$ cat src/rtl/ram_capture_writer_if.sv
// Capture-request, receive-handshake and RAM-write bundle for ram_capture_writer.
// The abort line exists only when CAPTURE_ABORT_EN is defined.
interface ram_capture_writer_if #(
  parameter int DATA_W = 32,
  parameter int ADDR_W = 16
);
  logic              start;
  logic [ADDR_W-1:0] base_addr;
  logic [ADDR_W-1:0] word_count;
  logic              in_valid;
  logic [DATA_W-1:0] in_data;
  logic              in_ready;
  logic              ram_we;
  logic [ADDR_W-1:0] ram_addr;
  logic [DATA_W-1:0] ram_wdata;
  logic              busy;
  logic              done;
  logic [ADDR_W-1:0] words_written;
`ifdef CAPTURE_ABORT_EN
  logic              abort;
`endif

  modport master (
    output start, base_addr, word_count, in_valid, in_data,
`ifdef CAPTURE_ABORT_EN
    output abort,
`endif
    input  in_ready, ram_we, ram_addr, ram_wdata, busy, done, words_written
  );

  modport slave (
    input  start, base_addr, word_count, in_valid, in_data,
`ifdef CAPTURE_ABORT_EN
    input  abort,
`endif
    output in_ready, ram_we, ram_addr, ram_wdata, busy, done, words_written
  );
endinterface

$ cat src/rtl/ram_capture_writer.sv
// Buffers a length-bounded burst through a small FIFO and writes it to consecutive RAM addresses.
// Accept-to-write latency 2 edges; in_ready drops when FIFO full or count reached. Option: CAPTURE_ABORT_EN.
module ram_capture_writer #(
  parameter int DATA_W     = 32,
  parameter int ADDR_W     = 16,
  parameter int FIFO_DEPTH = 4
) (
  input  logic                 clk,
  input  logic                 rst,
  ram_capture_writer_if.slave  io_cap
);
  localparam int PTR_W = $clog2(FIFO_DEPTH);
  localparam int CNT_W = PTR_W + 1;

  typedef enum logic [1:0] {S_IDLE, S_RUN, S_DONE} state_t;

  state_t            r_state;
  state_t            w_state_nxt;
  logic [ADDR_W-1:0] r_base;
  logic [ADDR_W-1:0] r_count;
  logic [ADDR_W-1:0] r_accepted;
  logic [ADDR_W-1:0] r_written;
  logic [PTR_W-1:0]  r_wr_ptr;
  logic [PTR_W-1:0]  r_rd_ptr;
  logic [CNT_W-1:0]  r_fill;
  logic [DATA_W-1:0] r_mem [FIFO_DEPTH];
  logic              r_ram_we;
  logic [ADDR_W-1:0] r_ram_addr;
  logic [DATA_W-1:0] r_ram_wdata;

  logic w_abort;
  logic w_full;
  logic w_empty;
  logic w_in_ready;
  logic w_push;
  logic w_pop;
  logic w_start_acc;
  logic w_flush;

`ifdef CAPTURE_ABORT_EN
  assign w_abort = io_cap.abort;
`else
  assign w_abort = 1'b0;
`endif

  // Flags come from the registered fill level, so a full FIFO never passes data through.
  assign w_full  = (r_fill == CNT_W'(FIFO_DEPTH));
  assign w_empty = (r_fill == '0);

  always_ff @(posedge clk or posedge rst) begin
    if (rst) r_state <= S_IDLE;
    else     r_state <= w_state_nxt;
  end

  always_comb begin
    w_state_nxt = r_state;
    w_in_ready  = 1'b0;
    w_push      = 1'b0;
    w_pop       = 1'b0;
    w_start_acc = 1'b0;
    w_flush     = 1'b0;
    case (r_state)
      S_IDLE: begin
        if (io_cap.start) begin
          w_start_acc = 1'b1;
          w_state_nxt = (io_cap.word_count == '0) ? S_DONE : S_RUN;
        end
      end
      S_RUN: begin
        if (w_abort) begin
          w_flush     = 1'b1;
          w_state_nxt = S_DONE;
        end else begin
          w_in_ready = !w_full && (r_accepted < r_count);
          w_push     = w_in_ready && io_cap.in_valid;
          w_pop      = !w_empty;
          if (w_pop && ((r_written + ADDR_W'(1)) == r_count)) w_state_nxt = S_DONE;
        end
      end
      S_DONE:  w_state_nxt = S_IDLE;
      default: w_state_nxt = S_IDLE;
    endcase
  end

  always_ff @(posedge clk) begin
    if (w_push) r_mem[r_wr_ptr] <= io_cap.in_data;
  end

  always_ff @(posedge clk or posedge rst) begin
    if (rst) begin
      r_base      <= '0;
      r_count     <= '0;
      r_accepted  <= '0;
      r_written   <= '0;
      r_wr_ptr    <= '0;
      r_rd_ptr    <= '0;
      r_fill      <= '0;
      r_ram_we    <= 1'b0;
      r_ram_addr  <= '0;
      r_ram_wdata <= '0;
    end else begin
      r_ram_we <= w_pop;
      if (w_start_acc) begin
        r_base     <= io_cap.base_addr;
        r_count    <= io_cap.word_count;
        r_accepted <= '0;
        r_written  <= '0;
        r_wr_ptr   <= '0;
        r_rd_ptr   <= '0;
        r_fill     <= '0;
      end else if (w_flush) begin
        r_wr_ptr <= '0;
        r_rd_ptr <= '0;
        r_fill   <= '0;
      end else begin
        if (w_push) begin
          r_wr_ptr   <= r_wr_ptr + PTR_W'(1);
          r_accepted <= r_accepted + ADDR_W'(1);
        end
        if (w_pop) begin
          // Address arithmetic wraps naturally at 2^ADDR_W.
          r_rd_ptr    <= r_rd_ptr + PTR_W'(1);
          r_ram_addr  <= r_base + r_written;
          r_ram_wdata <= r_mem[r_rd_ptr];
          r_written   <= r_written + ADDR_W'(1);
        end
        case ({w_push, w_pop})
          2'b10:   r_fill <= r_fill + CNT_W'(1);
          2'b01:   r_fill <= r_fill - CNT_W'(1);
          default: r_fill <= r_fill;
        endcase
      end
    end
  end

  assign io_cap.in_ready      = w_in_ready;
  assign io_cap.ram_we        = r_ram_we;
  assign io_cap.ram_addr      = r_ram_addr;
  assign io_cap.ram_wdata     = r_ram_wdata;
  assign io_cap.busy          = (r_state != S_IDLE);
  assign io_cap.done          = (r_state == S_DONE);
  assign io_cap.words_written = r_written;
endmodule
$ cat src/flat_wrapper.sv
// flat-port wrapper written by rule: the top's interface ports become plain ports
module ram_capture_writer_flat 
#(
  parameter int DATA_W     = 32,
  parameter int ADDR_W     = 16,
  parameter int FIFO_DEPTH = 4
)
  (clk, rst, io_cap_start, io_cap_base_addr, io_cap_word_count, io_cap_in_valid, io_cap_in_data, io_cap_in_ready, io_cap_ram_we, io_cap_ram_addr, io_cap_ram_wdata, io_cap_busy, io_cap_done, io_cap_words_written);
  ram_capture_writer_if #(.DATA_W(DATA_W), .ADDR_W(ADDR_W)) io_cap_i ();
  input  logic clk;
  input  logic rst;
  input wire logic [$bits(io_cap_i.start)-1:0] io_cap_start;
  input wire logic [$bits(io_cap_i.base_addr)-1:0] io_cap_base_addr;
  input wire logic [$bits(io_cap_i.word_count)-1:0] io_cap_word_count;
  input wire logic [$bits(io_cap_i.in_valid)-1:0] io_cap_in_valid;
  input wire logic [$bits(io_cap_i.in_data)-1:0] io_cap_in_data;
  output wire logic [$bits(io_cap_i.in_ready)-1:0] io_cap_in_ready;
  output wire logic [$bits(io_cap_i.ram_we)-1:0] io_cap_ram_we;
  output wire logic [$bits(io_cap_i.ram_addr)-1:0] io_cap_ram_addr;
  output wire logic [$bits(io_cap_i.ram_wdata)-1:0] io_cap_ram_wdata;
  output wire logic [$bits(io_cap_i.busy)-1:0] io_cap_busy;
  output wire logic [$bits(io_cap_i.done)-1:0] io_cap_done;
  output wire logic [$bits(io_cap_i.words_written)-1:0] io_cap_words_written;
  assign io_cap_i.start = io_cap_start;
  assign io_cap_i.base_addr = io_cap_base_addr;
  assign io_cap_i.word_count = io_cap_word_count;
  assign io_cap_i.in_valid = io_cap_in_valid;
  assign io_cap_i.in_data = io_cap_in_data;
  assign io_cap_in_ready = io_cap_i.in_ready;
  assign io_cap_ram_we = io_cap_i.ram_we;
  assign io_cap_ram_addr = io_cap_i.ram_addr;
  assign io_cap_ram_wdata = io_cap_i.ram_wdata;
  assign io_cap_busy = io_cap_i.busy;
  assign io_cap_done = io_cap_i.done;
  assign io_cap_words_written = io_cap_i.words_written;
  ram_capture_writer #(.DATA_W(DATA_W), .ADDR_W(ADDR_W), .FIFO_DEPTH(FIFO_DEPTH)) u_core (.clk(clk), .rst(rst), .io_cap(io_cap_i));
endmodule
$ cat config.mk
export PLATFORM = sky130hd
export DESIGN_NAME = ram_capture_writer_flat
export DESIGN_NICKNAME = d
export VERILOG_FILES = /design/src/rtl/ram_capture_writer_if.sv /design/src/rtl/ram_capture_writer.sv /design/src/flat_wrapper.sv
export SDC_FILE = /design/constraint.sdc
export NUM_CORES = 1
export LEC_CHECK = 0
export CORE_MARGIN = 2
export CORE_UTILIZATION = 35
export CTS_BUF_LIST = sky130_fd_sc_hd__clkbuf_4
export CTS_CLUSTER_DIAMETER = 40
export DETAILED_ROUTE_END_ITERATION = 16
export DONT_BUFFER_PORTS = 1
export PLACE_DENSITY = 0.58
export SYNTH_ARGS = -nofsm -noshare
export SYNTH_HDL_FRONTEND = slang
export SYNTH_SLANG_ARGS = --single-unit
$ cat constraint.sdc
create_clock -name clk -period 4.57 [get_ports clk]
set_clock_uncertainty 0.2 [all_clocks]
set_input_delay 0.914 -clock clk [delete_from_list [all_inputs] [get_ports clk]]
set_output_delay 0.914 -clock clk [all_outputs]
set_load 0.03 [all_outputs]
# After elaboration in Yosys (flattened, before gate mapping)
# Memories as Yosys holds them, arrays and structs flattened. A register that Yosys moved wholly into a read port is not among the register bits.
# Cells that the tools add are included.
# totals
register_bits	90
latch_bits	0
mem_bits_rw	128
rom_bits	0
input_bits	68
out_inout_bits	68
elab_cells	63
mem_count	1
# classes
addsub	7
mul	0
n_div	0
n_lt_le_gt_ge	1
n_eq_ne	8
shifts	0
n_mux	21
bitwise_logic	1
reduce_logical	14
# mem_list
memory	depth	width	read_ports	rd_ports_with_merged_regs	write_ports	line	text
u_core.r_mem	4	32	1	1	1	ram_capture_writer.sv:26	logic [DATA_W-1:0] r_mem [FIFO_DEPTH];
# ops
op	n
2-to-1 mux 16 bit	4
adder 16 x 1 -> 16 bit, second input constant	2
adder 16 bit	1
== test 16 bit	1
zero test 16 bit	1
less-than comparator 16 bit	1
2-to-1 mux 2 bit	7
2-to-1 mux 1 bit	7
one-hot mux 3 bit (2 select lines)	1
nonzero test 2 bit	3
adder 2 x 1 -> 2 bit, second input constant	2
== test 2 x 1 -> 1 bit, second input constant	2
== test 2 bit, second input constant	2
one-hot mux 2 bit (2 select lines)	1
AND reduction 2 bit	2
adder 3 x 1 -> 3 bit, second input constant	1
== test 3 bit, second input constant	1
logical AND 1 bit	3
zero test 3 bit	1
2-to-1 mux 3 bit	1
nonzero test 3 bit	1
subtractor 3 x 1 -> 3 bit, second input constant	1
zero test 1 bit	2
zero test 2 bit	1
other kinds (3)	3

# Logic depth before layout (Yosys ltp)
# Gate-level depths: netlist of run 1.
# logic_depth
depth_word	8
ltp_mapped	13
mapped_depth_nobuf	12

# Worst setup path after synthesis of run 1
# OpenSTA, ideal clock, no wires.
# synth_path
path_kind	flip-flop to flip-flop
start	reg u_core.r_accepted[11]
end	reg u_core.r_fill[2]
setup_time_ns	0.078
t_arrival_ns	3.055
required_time_ns	4.292
path_slack_ns	1.237
stages_incl_launch_ff	13
path_buffers	1
synth_period_minus_slack_ns	3.333
path_cell_list	dfrtp_1 ha_1 a21oi_1 o21ai_0 a22o_1 a311oi_2 clkbuf_1 inv_1 ha_1 fa_1 xnor2_1 or3_1 a21oi_1
# synth_via
elab_chain_len	7
elab_cells_between_ends	9
classes_between	order compare (1); eq/ne (2); mux (3); reduce/logical (3)
# synth_rtl
element	line	text
start: declaration	ram_capture_writer.sv:21	logic [ADDR_W-1:0] r_accepted;
start signal: assignment	ram_capture_writer.sv:118	r_accepted <= r_accepted + ADDR_W'(1);
less-than comparator 16 bit (*)	ram_capture_writer.sv:74	w_in_ready = !w_full && (r_accepted < r_count);
logical AND 1 bit (*)	ram_capture_writer.sv:74	
logical AND 1 bit (*)	ram_capture_writer.sv:75	w_push = w_in_ready && io_cap.in_valid;
2-to-1 mux 1 bit (*)	ram_capture_writer.sv:62	case (r_state)
== test 2 x 1 -> 1 bit or == test 2 bit (tied branches)	ram_capture_writer.sv:127	case ({w_push, w_pop})
one-hot mux 3 bit (2 select lines)	ram_capture_writer.sv:127	
2-to-1 mux 3 bit	ram_capture_writer.sv:103	if (w_start_acc) begin
end signal: assignment	ram_capture_writer.sv:128	2'b10: r_fill <= r_fill + CNT_W'(1);
end signal: assignment	ram_capture_writer.sv:129	2'b01: r_fill <= r_fill - CNT_W'(1);
end signal: assignment	ram_capture_writer.sv:130	default: r_fill <= r_fill;
end: declaration	ram_capture_writer.sv:25	logic [CNT_W-1:0] r_fill;
# Mark *: on every way between the ends. The rest lies on a longest branch, timed or not.
# A chain may end at the register's enable or synchronous reset.

# Worst setup path after layout of run 1
# layout_path
start	reg u_core.r_accepted[11]
end	out io_cap_in_ready
# layout_via
elab_chain_len	3
# layout_rtl
element	line	text
less-than comparator 16 bit	ram_capture_writer.sv:74	
logical AND 1 bit	ram_capture_writer.sv:74	
2-to-1 mux 1 bit	ram_capture_writer.sv:62	
end: declaration	flat_wrapper.sv:17	output wire logic [$bits(io_cap_i.in_ready)-1:0] io_cap_in_ready;
# No other way between the ends.

==> impl_metrics.env, run 1 <==
export IMPL_status="completed"
export IMPL_grt_usage=0.161
export IMPL_gr_usage_met2=0.263
export IMPL_netlist_area_um2=11200
export IMPL_synth_nets=1026
export IMPL_synth_edf_count=128
export IMPL_avgSynthCellArea_um2=12.2
export IMPL_startpoint="u_core.r_accepted[11]$_DFFE_PP0P_"
export IMPL_critPathCapture="io_cap_in_ready"
export IMPL_cp_start_kind="flip-flop"
export IMPL_use_met1=0.194
export IMPL_setup_tns_final_ps=0
export IMPL_synth_most_common_cell="nand2_1"
export IMPL_relSlewSlack=0.371
export IMPL_cts_post_setup_buffers_inserted=0
export IMPL_cts_clk_slew_worst_paths_ps=60
export IMPL_reg2regPathDepth=11
export IMPL_drtPass1Iterations=4
export IMPL_cts_root_buf="clkbuf_4"
export IMPL_grt_first_pass_wirelength_um=41600
export IMPL_syn_inst=919
export IMPL_fmax_mhz=266
export IMPL_rows=65
export IMPL_numPortBuffers=0
export IMPL_irDropWorstVdd_mv=0.361
export IMPL_post_route_drc_count=0
export IMPL_grt_util_met3=0.0629
export IMPL_critPathCaptureType="output pin"
export IMPL_fin_nets=1070
export IMPL_core_region_area_um2=31500
export IMPL_synth_largest_area_cell="edfxtp_1"
export IMPL_area_growth_pct=12.4
export IMPL_synth_area_leaders="edfxtp_1 (34%), dfrtp_1 (27%), nand2_1 (7.2%)"
export IMPL_grt_pass1_vias=7694
export IMPL_ys_flop_type="edfxtp_1"
export IMPL_drv_slew=0
export IMPL_cts_buffer_depth=3
export IMPL_fin_crit_ps=3760
export IMPL_critPathArrivalTime_ps=2650
export IMPL_fin_crit_sh=0.824
export IMPL_power_mw=7.45
export IMPL_tightest_slew_ps=943
export IMPL_viasPerCell=5.06
export IMPL_required_ps=3460
export IMPL_drt_wl_total_um=26200
export IMPL_synthArstFlopShare=0.488
export IMPL_cts_sinks=250
export IMPL_worstSkewPairLatency_ps=680
export IMPL_start_util=0.355
export IMPL_postCtsHoldBufs=1
export IMPL_drv_cap=0
export IMPL_rrSetupSlack_ps=980
export IMPL_gp_congestion=0.816
export IMPL_antenna_found_initial=1
export IMPL_ant_nets=0
export IMPL_num_fill_cells=3035
export IMPL_numCtsBuffers=69
export IMPL_rr_endpoint="u_core.r_fill[2]$_DFFE_PP0P_"
export IMPL_crit_type="reg2out"
export IMPL_synthTopCellsByCount="nand2_1 (214), edfxtp_1 (128), dfrtp_1 (122)"
export IMPL_final_hold_viol_count=0
export IMPL_grt_busiest_layer="met2"
export IMPL_worstHoldStart="io_cap_in_data[1]"
export IMPL_dp_hpwl_um=16900
export IMPL_dieArea_um2=33400
export IMPL_setup_viol=0
export IMPL_cp_max_fo=6
export IMPL_synthDistinctLibCells=55
export IMPL_yosys_area_top_type_share=0.344
export IMPL_hold_path_class="in2reg"
export IMPL_drive_above_1_share=0.171
export IMPL_cts_tree="built"
export IMPL_io_pins=136
export IMPL_htreeDepth=3
export IMPL_cts_resized=0
export IMPL_crit_reg2reg_launch="u_core.r_accepted[11]$_DFFE_PP0P_"
export IMPL_drtIter0Drc=366
export IMPL_regArea_um2=6900
export IMPL_yosys_warnings=0
export IMPL_multi_input_area_um2=4020
export IMPL_die_h_um=183
export IMPL_leakage_nw=5.12
export IMPL_yosysSeqAreaShare=0.617
export IMPL_grt_max_degree=82
export IMPL_fp_dieW_um=183
export IMPL_wl_per_cell_um=18.4
export IMPL_grt_ovfl_total=0
export IMPL_rsz0062_at_grt="no"
export IMPL_yosys_register_bits=250
export IMPL_power_density_nw_per_um2=593
export IMPL_vias=7190
## cell type report
cell class              instances  share of cell area
well taps                     402              0.0400
diodes                          2            0.000398
inverters                      34              0.0105
flip-flops and latches        250               0.549
multi-input cells             596               0.320
clock buffers                 104              0.0621
clock inverters                20              0.0111
repair buffers                 12             0.00736
## state kept, by name, summed over array words and instances (netlist names)
name	cells
u_core.io_cap.ram_addr	16
u_core.r_rd_ptr	2
u_core.io_cap.ram_wdata	32
u_core.io_cap.words_written	16
u_core.r_accepted	16
u_core.r_state	2
u_core.r_wr_ptr	2
u_core.io_cap.ram_we	1
u_core.r_fill	3
u_core.r_base	16
u_core.r_mem	128
u_core.r_count	16
## how the worst min path moves through the flow
stage                                                to  cells after the start  slack [ps]
after global placement    u_core.r_base[10]$_DFFE_PP0P_                      2         260
final                      u_core.r_mem[1][1]$_DFFE_PP_                      0         120
after CTS                  u_core.r_mem[1][1]$_DFFE_PP_                      0          40
after floorplan            u_core.r_base[0]$_DFFE_PP0P_                      2         250
after global routing       u_core.r_mem[1][1]$_DFFE_PP_                      0          50
after detailed placement   u_core.r_base[0]$_DFFE_PP0P_                      2         270
## metrics by stage
| step | std cells | area (um2) | util | hold WS, ps | setup WS (ps) |
|---|---|---|---|---|---|
| 2_1_floorplan | 919 | 11200 | - | 250 | 213 |
| 4_1_cts | 1418 | 12600 | 0.399 | 39.1 | 645 |
| 3_3_place_gp | 1293 | 11600 | 0.370 | 263 | 1100 |
| 3_5_place_dp | 1293 | 11600 | 0.370 | 270 | 1010 |
| 6_report | 1420 | 12600 | 0.399 | 121 | 806 |
| 5_1_grt | 1420 | 12600 | 0.399 | 53.0 | 569 |
## cells in the final DEF, fill, tap and decap left out, types with 13 or more instances in the layout
cell and count:
mux4_2 32, clkinv_1 13, nand4_1 18, nand2_1 214, inv_1 32, dfrtp_1 120
nor2_1 35, a21oi_1 22, o21ai_0 67, xor2_1 19, clkbuf_4 105, xnor2_1 26
ha_1 37, edfxtp_1 128
## cells by family after synthesis
family,Yosys count,synth area share
fa+ha+maj,39,0.0450
compound gates,140,0.0749
mux,34,0.0662
simple gates,338,0.137
flops,250,0.617
xor+xnor,45,0.0352
buf+inv,73,0.0248
## per-layer routing
| metal | vias up | part of all wire |
|---|---|---|
| li1 | 3423 | - |
| met1 | 3520 | 0.43 |
| met2 | 209 | 0.47 |
| met3 | 38 | 0.083 |
| met4 | 0 | 0.017 |
| met5 | - | 0 |
## critical path, cell delays in order, from the launching register on
cell and delay (ps):
dfrtp_1 440, ha_1 360, a21oi_1 150, o21ai_0 110, a22o_1 270, a311oi_1 390
clkbuf_4 280
## report_power, final
part / leakage, nW / switching, mW / internal [mW]
Clock: 0.547 / 0.946 / 1.16
Sequential: 2.67 / 0.843 / 2.89
Combinational: 1.91 / 0.928 / 0.687
Power figures use the tool's default switching activity.
==> run 2, diff against run 1 <==
==> constraint.sdc (replaced) <==
create_clock -name clk -period 3.25 [get_ports clk]
set_clock_uncertainty 0.2 [all_clocks]
set_input_delay 0.65 -clock clk [delete_from_list [all_inputs] [get_ports clk]]
set_output_delay 0.65 -clock clk [all_outputs]
set_load 0.03 [all_outputs]
==> run 2 against run 1 <==
  * Clock-buffer cell count is 1 higher
  * Core utilization is 3.8 points higher
  * Non-clock buffer count is 109 higher
  * Global-route usage is 0.71 points higher
  * Hold slack better by 100 ps
  * Critical path depth stayed put
  * Largest cell class unchanged
==> impl_metrics.env, run 2 (synthesis gave the netlist of run 1 again) <==
export IMPL_status="completed"
export IMPL_numCtsBuffers=69
export IMPL_final_cell_mix="nand2_1 (213), edfxtp_1 (128), dfrtp_1 (121)"
export IMPL_final_area_um2=13800
export IMPL_p_sw_mw=3.89
export IMPL_fmax_mhz=309
export IMPL_required_ps=2400
export IMPL_clkPwrFrac=0.265
export IMPL_ant_nets=0
export IMPL_final_cell_count_no_fill=1517
export IMPL_drtPass1Iterations=5
export IMPL_critPathArrivalTime_ps=2380
export IMPL_rows=65
export IMPL_cp_start_kind="flip-flop"
export IMPL_numPortBuffers=0
export IMPL_worstSkewPairLatency_ps=700
export IMPL_cts_root_buf="clkbuf_4"
export IMPL_htreeDepth=3
export IMPL_wl_per_cell_um=18.1
export IMPL_die_h_um=183
export IMPL_critPathCaptureType="output pin"
export IMPL_rsz0062_at_grt="yes"
export IMPL_power_frac_seq=0.474
export IMPL_grt_pass1_vias=8001
export IMPL_final_hold_viol_count=0
export IMPL_crit_type="reg2out"
export IMPL_drtIter0Drc=327
export IMPL_cts_tree="built"
export IMPL_largest_register_ffs=128
export IMPL_cts_sinks=250
export IMPL_cts_clk_slew_worst_paths_ps=60
export IMPL_viasPerCell=5.01
export IMPL_io_pins=136
export IMPL_pwr_share_comb=0.262
export IMPL_drv_cap=0
export IMPL_core_region_area_um2=31500
export IMPL_fin_crit_sh=0.994
export IMPL_leakage_nw=5.58
export IMPL_power_internal_mw=6.79
export IMPL_dp_hpwl_um=17700
export IMPL_grt_max_degree=88
export IMPL_drt_wl_total_um=27400
export IMPL_irDropWorstVdd_mv=0.495
export IMPL_gp_congestion=0.824
export IMPL_grt_first_pass_wirelength_um=43500
export IMPL_antenna_found_initial=1
export IMPL_final_core_util=0.437
export IMPL_area_growth_pct=23.0
export IMPL_setup_slack_ps=18.2
export IMPL_post_route_drc_count=0
export IMPL_dieArea_um2=33400
export IMPL_fin_crit_ps=3230
export IMPL_fin_nets=1179
export IMPL_relSlewSlack=0.373
export IMPL_drv_slew=0
export IMPL_vias=7605
export IMPL_regMostFlops="u_core.r_mem"
export IMPL_grt_ovfl_total=0
export IMPL_drive_above_1_share=0.224
export IMPL_start_util=0.355
export IMPL_cp_max_fo=4
export IMPL_switching_share=0.364
export IMPL_dp_cells=1319
export IMPL_final_common_cell="nand2_1"
export IMPL_setup_viol=0
export IMPL_power_density_nw_per_um2=776
export IMPL_cts_buffer_depth=3
export IMPL_dp_slack_ps=137
export IMPL_hold_path_class="in2reg"
export IMPL_grt_usage=0.168
export IMPL_tightest_slew_ps=937
export IMPL_place_area_um2=11900
export IMPL_fp_dieW_um=183
-- run 2: changes by cell type in the layout (fill, tap and decap cells not counted), sizes merged --
cell / before / now
buf: 10 / 56
bufinv: 2 / 1
clkinv: 17 / 5
clkinvlp: 0 / 2
diode: 2 / 1
dlygate4sd3: 1 / 65
inv: 35 / 34
-- run 2: critical path, cell delays in order, from the launching register on --
cell	delay, ps
dfrtp_1	410
inv_2	80
ha_4	190
and4_4	200
a22o_4	270
a311oi_4	350
buf_6	180
-- run 2: final timing paths --
kind | from | endpoint | slack (ps) | depth (start not counted)
worst min-delay path | io_cap_in_valid | u_core.r_accepted[0]$_DFFE_PP0P_ | 220 | 5
worst min register to register | u_core.r_base[2]$_DFFE_PP0P_ | u_core.r_base[2]$_DFFE_PP0P_ | 280 | 2
worst max-delay path | u_core.r_count[12]$_DFFE_PP0P_ | io_cap_in_ready | 20 | 6
max in group asynchronous | rst | u_core.r_base[2]$_DFFE_PP0P_ | 1980 | 4
min in group asynchronous | rst | u_core.io_cap.ram_wdata[15]$_DFFE_PP0P_ | 370 | 3
worst max register to register | u_core.r_count[13]$_DFFE_PP0P_ | u_core.r_fill[2]$_DFFE_PP0P_ | 130 | 13
-- run 2: per-stage QoR --
step / total power [mW] / hold slack [ps] / TNS (ps)
floorplan: 6.89 / 250 / 0
global placement: 7.82 / 266 / 0
detailed placement: 7.86 / 271 / 0
CTS: 10.9 / 54.1 / -80.4
global route: 11.4 / 220 / -113
finish: 10.7 / 221 / 0
-- run 2: power groups by stage --
stage	registers [mW]	clock network (mW)	logic [mW]
after floorplan	5.00	0	1.89
after global placement	5.12	0	2.70
after detailed placement	5.13	0	2.73
after CTS	5.08	2.94	2.84
after global routing	5.15	3.10	3.13
final	5.06	2.83	2.79
-- run 2: per-layer routing --
metal / routed length (um) / vias to the layer above / share of wire / GRT usage
met1: 11500 / 3680 / 0.42 / 0.205
li1: - / 3642 / - / -
met4: 573 / 0 / 0.021 / 0.0621
met5: 0 / - / 0 / 0
met2: 13300 / 238 / 0.48 / 0.280
met3: 2060 / 45 / 0.075 / 0.0538
-- run 2: cell type report --
cell class,count,area [um2]
Timing Repair Buffer,121,1160
Clock buffer,105,788
Clock inverter,8,71.3
Inverter,34,131
Fill cell,2952,17700
Tap cell,402,503
Multi-Input combinational cell,596,4200
Antenna cell,1,2.50
Sequential cell,250,6900
-- run 2: timing repair --
action | CTS | global route
endpoints found under the setup margin | 1 | 2
hold endpoints to repair | 279 | 0
hold buffers | 65 | 0
setup buffers | 9 | 10
pin swaps | 4 | 8
resized for setup | 15 | 23
==> edit 1 (settings of run 2) <==
`DATA_W` is set to 32 in 3 places; all go to 40.
--- a/src/rtl/ram_capture_writer_if.sv
+++ b/src/rtl/ram_capture_writer_if.sv
@@ -1,7 +1,7 @@
 // Capture-request, receive-handshake and RAM-write bundle for ram_capture_writer.
 // The abort line exists only when CAPTURE_ABORT_EN is defined.
 interface ram_capture_writer_if #(
-  parameter int DATA_W = 32,
+  parameter int DATA_W = 40,
   parameter int ADDR_W = 16
 );
   logic              start;
--- a/src/rtl/ram_capture_writer.sv
+++ b/src/rtl/ram_capture_writer.sv
@@ -1,7 +1,7 @@
 // Buffers a length-bounded burst through a small FIFO and writes it to consecutive RAM addresses.
 // Accept-to-write latency 2 edges; in_ready drops when FIFO full or count reached. Option: CAPTURE_ABORT_EN.
 module ram_capture_writer #(
-  parameter int DATA_W     = 32,
+  parameter int DATA_W     = 40,
   parameter int ADDR_W     = 16,
   parameter int FIFO_DEPTH = 4
 ) (
--- a/src/flat_wrapper.sv
+++ b/src/flat_wrapper.sv
@@ -1,7 +1,7 @@
 // flat-port wrapper written by rule: the top's interface ports become plain ports
 module ram_capture_writer_flat 
 #(
-  parameter int DATA_W     = 32,
+  parameter int DATA_W     = 40,
   parameter int ADDR_W     = 16,
   parameter int FIFO_DEPTH = 4
 )
Interface: changed (resized io_cap_in_data and io_cap_ram_wdata); port bits go from 136 to 152. No check against the original RTL was run, so the function may have changed too.
==> edit 1 against run 2 <==
  * Final area rose by 12%
  * Total power rose by 17%
  * Count of clock-buffer cells in the layout increased by 18
  * Sequential cell count rose by 40
  * Sequential power rose by 18%
  * Routed wire length grew 12%
  * Worst setup slack improved by 0.032 ns
  * Synthesized area increased by 13%
  * Critical endpoint unchanged
  * Largest cell class unchanged
==> edit 1: results (changes against run 2) <==
- Hpwl dp: 19700 um (was 17700 um)
- GRT Util Overall: 0.167 (was 0.168)
- Syn_nets: 1113 (was 1026)
- Seq/Total Area, Yosys: 0.638 (was 0.617)
- Post-DP Area: 13500 um2 (was 11900 um2)
- Synth Area in XOR/XNOR: 0.0229 (was 0.0352)
- Hold path startpoint: io_cap_start (was io_cap_in_valid)
- Post-Place Cells: 1459 (was 1319)
- Max incr delay on CP: 0.39 ns (was 0.41 ns)
- TritonRoute pass-1 iters: 4 (was 5)
- DRT iter0 DRCs: 363 (was 327)
- Post-synthesis compound-gate area fraction: 0.0782 (was 0.0749)
- Layout cells sized above 1: 0.203 (was 0.224)
- Number of buffers created by CTS: 81 (was 69)
- First-pass GRT wire length: 48900 um (was 43500 um)
- Vias: 8435 (was 7605)
- FFs w/ async S/R, synth: 0.448 (was 0.488)
- Layout Nets: 1273 (was 1179)
- Seq. pwr: 5960 uW (was 5060 uW)
- Critical-path maximum fanout: 2 (was 4)
- Fmax: 312 MHz (was 309 MHz)
- Synth unique cells: 52 (was 55)
- Fillers: 3296 (was 2952)
- Commonest cells in the netlist: nand2_1 (231), edfxtp_1 (160), dfrtp_1 (130) (was nand2_1 (214), edfxtp_1 (128), dfrtp_1 (122))
- Top area cells in the synthesized netlist: edfxtp_1 (38%), dfrtp_1 (26%), mux4_2 (7.1%) (was edfxtp_1 (34%), dfrtp_1 (27%), nand2_1 (7.2%))
- Vias in the first global route: 8920 (was 8001)
- Reg-to-reg slack, setup: 0.15 ns (was 0.13 ns)
- Cell leakage power: 0.00629 uW (was 0.00558 uW)
- Routability Congestion: 0.817 (was 0.824)
- Logic gate share of total power: 0.247 (was 0.262)
- CP startpoint: u_core.r_count[5]$_DFFE_PP0P_ (was u_core.r_count[12]$_DFFE_PP0P_)
- Critical path arrival: 2.35 ns (was 2.38 ns)
- Adder-cell share of the synthesized area: 0.0398 (was 0.0450)
- Post-place setup slack: 0.178 ns (was 0.137 ns)
- Initial antenna violation count: 8 (was 1)
- Total Power Consumption: 12400 uW (was 10700 uW)
- Pin count of the biggest net entering global routing: 90 (was 88)
- Max reg flops: 160 (was 128)
- Post-synthesis mux area share: 0.0763 (was 0.0662)
- Outcome: finished clean (unchanged)
- EDFF count, synth: 160 (was 128)
- CP endpoint: io_cap_in_ready (unchanged)
- Worst VDD drop: 0.000757 V (was 0.000495 V)
- Worst Tran Pin Value: 0.911 ns (was 0.937 ns)
- Final WL: 30800 um (was 27400 um)
- Vias per inst: 4.99 (was 5.01)
- Cell internal pwr: 7970 uW (was 6790 uW)
- Slowest-stage cell, CP: dfrtp_1 (unchanged)
- Clk_lat worst skew: 0.76 ns (was 0.70 ns)
==> edit 1: layer usage <==
| layer | wire (um) | vias to the layer above | track usage |
|---|---|---|---|
| li1 | - | 3994 | - |
| met1 | 13800 | 4178 | 0.210 |
| met2 | 14500 | 217 | 0.269 |
| met3 | 1920 | 46 | 0.0513 |
| met4 | 618 | 0 | 0.0665 |
| met5 | 0 | - | 0 |
==> edit 1: worst reg2reg max path, cell delays in order (launching register included) <==
cell	delay, ns
dfrtp_1	0.37
inv_1	0.07
ha_1	0.29
a21o_1	0.16
a21oi_1	0.22
o211a_1	0.16
o21ai_0	0.07
a21oi_1	0.21
inv_1	0.09
ha_1	0.22
fa_1	0.38
xnor2_1	0.14
or3_1	0.30
a21oi_1	0.15
==> edit 1: cell type report <==
type                       instances  area, um2  share of cell area
antenna                            8       20.0             0.00130
clock buffer                     123        923              0.0599
clock inverter                    22        146             0.00949
inverter                          33        128             0.00828
multi-input combinational        628       4340               0.282
sequential                       290       8060               0.523
tap                              461        577              0.0374
timing repair buffer             124       1220              0.0790
==> edit 1: how the worst min path moves through the flow <==
stage	end	slack (ns)	cells past startpoint
after floorplan	u_core.r_base[0]$_DFFE_PP0P_	0.25	2
after CTS	u_core.r_count[0]$_DFFE_PP0P_	0.13	3
after global placement	u_core.r_base[8]$_DFFE_PP0P_	0.27	2
after detailed placement	u_core.r_base[9]$_DFFE_PP0P_	0.27	2
final	u_core.r_state[1]$_DFFE_PP0P_	0.21	2
after global routing	u_core.r_state[1]$_DFFE_PP0P_	0.19	2
==> edit 1: repair_timing <==
action,CTS,global route
resized for setup,7,5
endpoints found under the setup margin,1,2
setup buffers,2,2
hold endpoints to repair,223,0
pin swaps,2,7
hold buffers,73,0
==> edit 2 (config.mk and constraints of run 2) <==
Made on the original files. Encoding of `state_t`: now one-hot (3 bits for 3 states).
--- a/src/rtl/ram_capture_writer.sv
+++ b/src/rtl/ram_capture_writer.sv
@@ -12,7 +12,7 @@
   localparam int PTR_W = $clog2(FIFO_DEPTH);
   localparam int CNT_W = PTR_W + 1;
 
-  typedef enum logic [1:0] {S_IDLE, S_RUN, S_DONE} state_t;
+  typedef enum logic [2:0] {S_IDLE = 3'b001, S_RUN = 3'b010, S_DONE = 3'b100} state_t;
 
   state_t            r_state;
   state_t            w_state_nxt;
Function: same outputs for any inputs over 4 cycles, from zero or initial values and one cycle with rst high; so few cycles prove little.
==> edit 2 against run 2 <==
  * Synthesized area is 0.86% higher
  * Total power is 4.5% lower
  * Final area is 0.11% lower
  * Sequential cell count is 1 higher
  * Routed wire length is 2.9% higher
  * Die area is 0.84% higher
  * Largest power group unchanged
  * The flow now finishes with violations (setup timing)
  * Largest cell class unchanged
  * Worst setup slack worse by 0.033 ns
  * Worst hold slack worse by 0.14 ns
==> edit 2: results (changes against run 2) <==
- Number of buffers created by CTS: 71 (was 69)
- Layout cells sized above 1: 0.196 (was 0.224)
- Worst slew margin: 0.273 (was 0.373)
- Violated checks: setup timing
- Critical path arrival: 2.42 ns (was 2.38 ns)
- Total Power Consumption: 10200 uW (was 10700 uW)
- Vias per inst: 5.00 (was 5.01)
- DRT iter0 DRCs: 335 (was 327)
- Met3 WL: 1900 um (was 2060 um)
- M1 WL: 12000 um (was 11500 um)
- Top area cells in the synthesized netlist: edfxtp_1 (34%), dfrtp_1 (27%), nand2_1 (7.4%) (was edfxtp_1 (34%), dfrtp_1 (27%), nand2_1 (7.2%))
- Routability Congestion: 0.770 (was 0.824)
- Clock share of power: 0.307 (was 0.265)
- Post-place setup slack: 0.173 ns (was 0.137 ns)
- GRT Util Overall: 0.172 (was 0.168)
- Outcome: finished, violations left (was finished clean)
- Routed len/inst: 18.3 um (was 18.1 um)
- Wire length on met2: 13500 um (was 13300 um)
- Logic gate share of total power: 0.207 (was 0.262)
- Worst VDD drop: 0.000535 V (was 0.000495 V)
- Fin worst setup slack: -0.0151 ns (was 0.0182 ns)
- Post-Place Cells: 1340 (was 1319)
- Syn_nets: 1049 (was 1026)
- FFs w/ async S/R, synth: 0.490 (was 0.488)
- First-pass GRT wire length: 44400 um (was 43500 um)
- Final setup fails: 1 (was 0)
- Post-DP Area: 12000 um2 (was 11900 um2)
- Critical-path maximum fanout: 5 (was 4)
- Sw Pwr: 3590 uW (was 3890 uW)
-- edit 2: cell count changes in the layout (fill, tap and decap cells not counted), sizes merged, moves of 6 or more --
cell / delta
a21oi: +6
nor2: +6
clkinv: +6
o21ai: +6
buf: -11
nand2: +6
-- edit 2: path summary, 6_finish.rpt --
check	from	end	slack, ns	cells after the start
max	u_core.r_accepted[9]$_DFFE_PP0P_	io_cap_in_ready	-0.02	6
min	io_cap_word_count[14]	u_core.r_state[1]$_DFFE_PP0P_	0.08	4
max reg2reg	u_core.r_count[4]$_DFFE_PP0P_	u_core.r_fill[2]$_DFFE_PP0P_	0.05	15
min reg2reg	u_core.r_base[8]$_DFFE_PP0P_	u_core.r_base[8]$_DFFE_PP0P_	0.28	2
max in group asynchronous	rst	u_core.r_rd_ptr[0]$_DFFE_PP0P_	1.85	3
min in group asynchronous	rst	u_core.io_cap.ram_addr[7]$_DFFE_PP0P_	0.46	3
-- edit 2: layout make-up --
cell class              instances  area, um2
diodes                          3       7.51
clock buffers                 110        826
clock inverters                17        158
fillers                      2930      17900
inverters                      30        116
multi-input cells             618       4120
flip-flops and latches        251       6930
well taps                     402        503
repair buffers                110       1080
-- edit 2: routing by layer --
metal  vias up  track usage
met3        67       0.0584
met5         -            0
met2       200        0.279
li1       3710            -
met4         0       0.0730
met1      3735        0.209
-- edit 2: logic make-up after synthesis --
logic type,synth area share
AO/OA/AOI/OAI,0.0840
multiplexers,0.0683
adder cells (fa/ha/maj),0.0446
AND/OR/NAND/NOR,0.136
buffers and inverters,0.0252
flip-flops,0.614
XOR/XNOR,0.0287
-- edit 2: timing repair --
item                                   4_1_cts  5_1_grt
buffers inserted                             3        3
pin swaps                                    6        4
hold buffers                                65        0
gates resized for setup                      3        5
setup endpoints to repair                    1        9
endpoints found under the hold margin      282        0
cloned                                       0        0
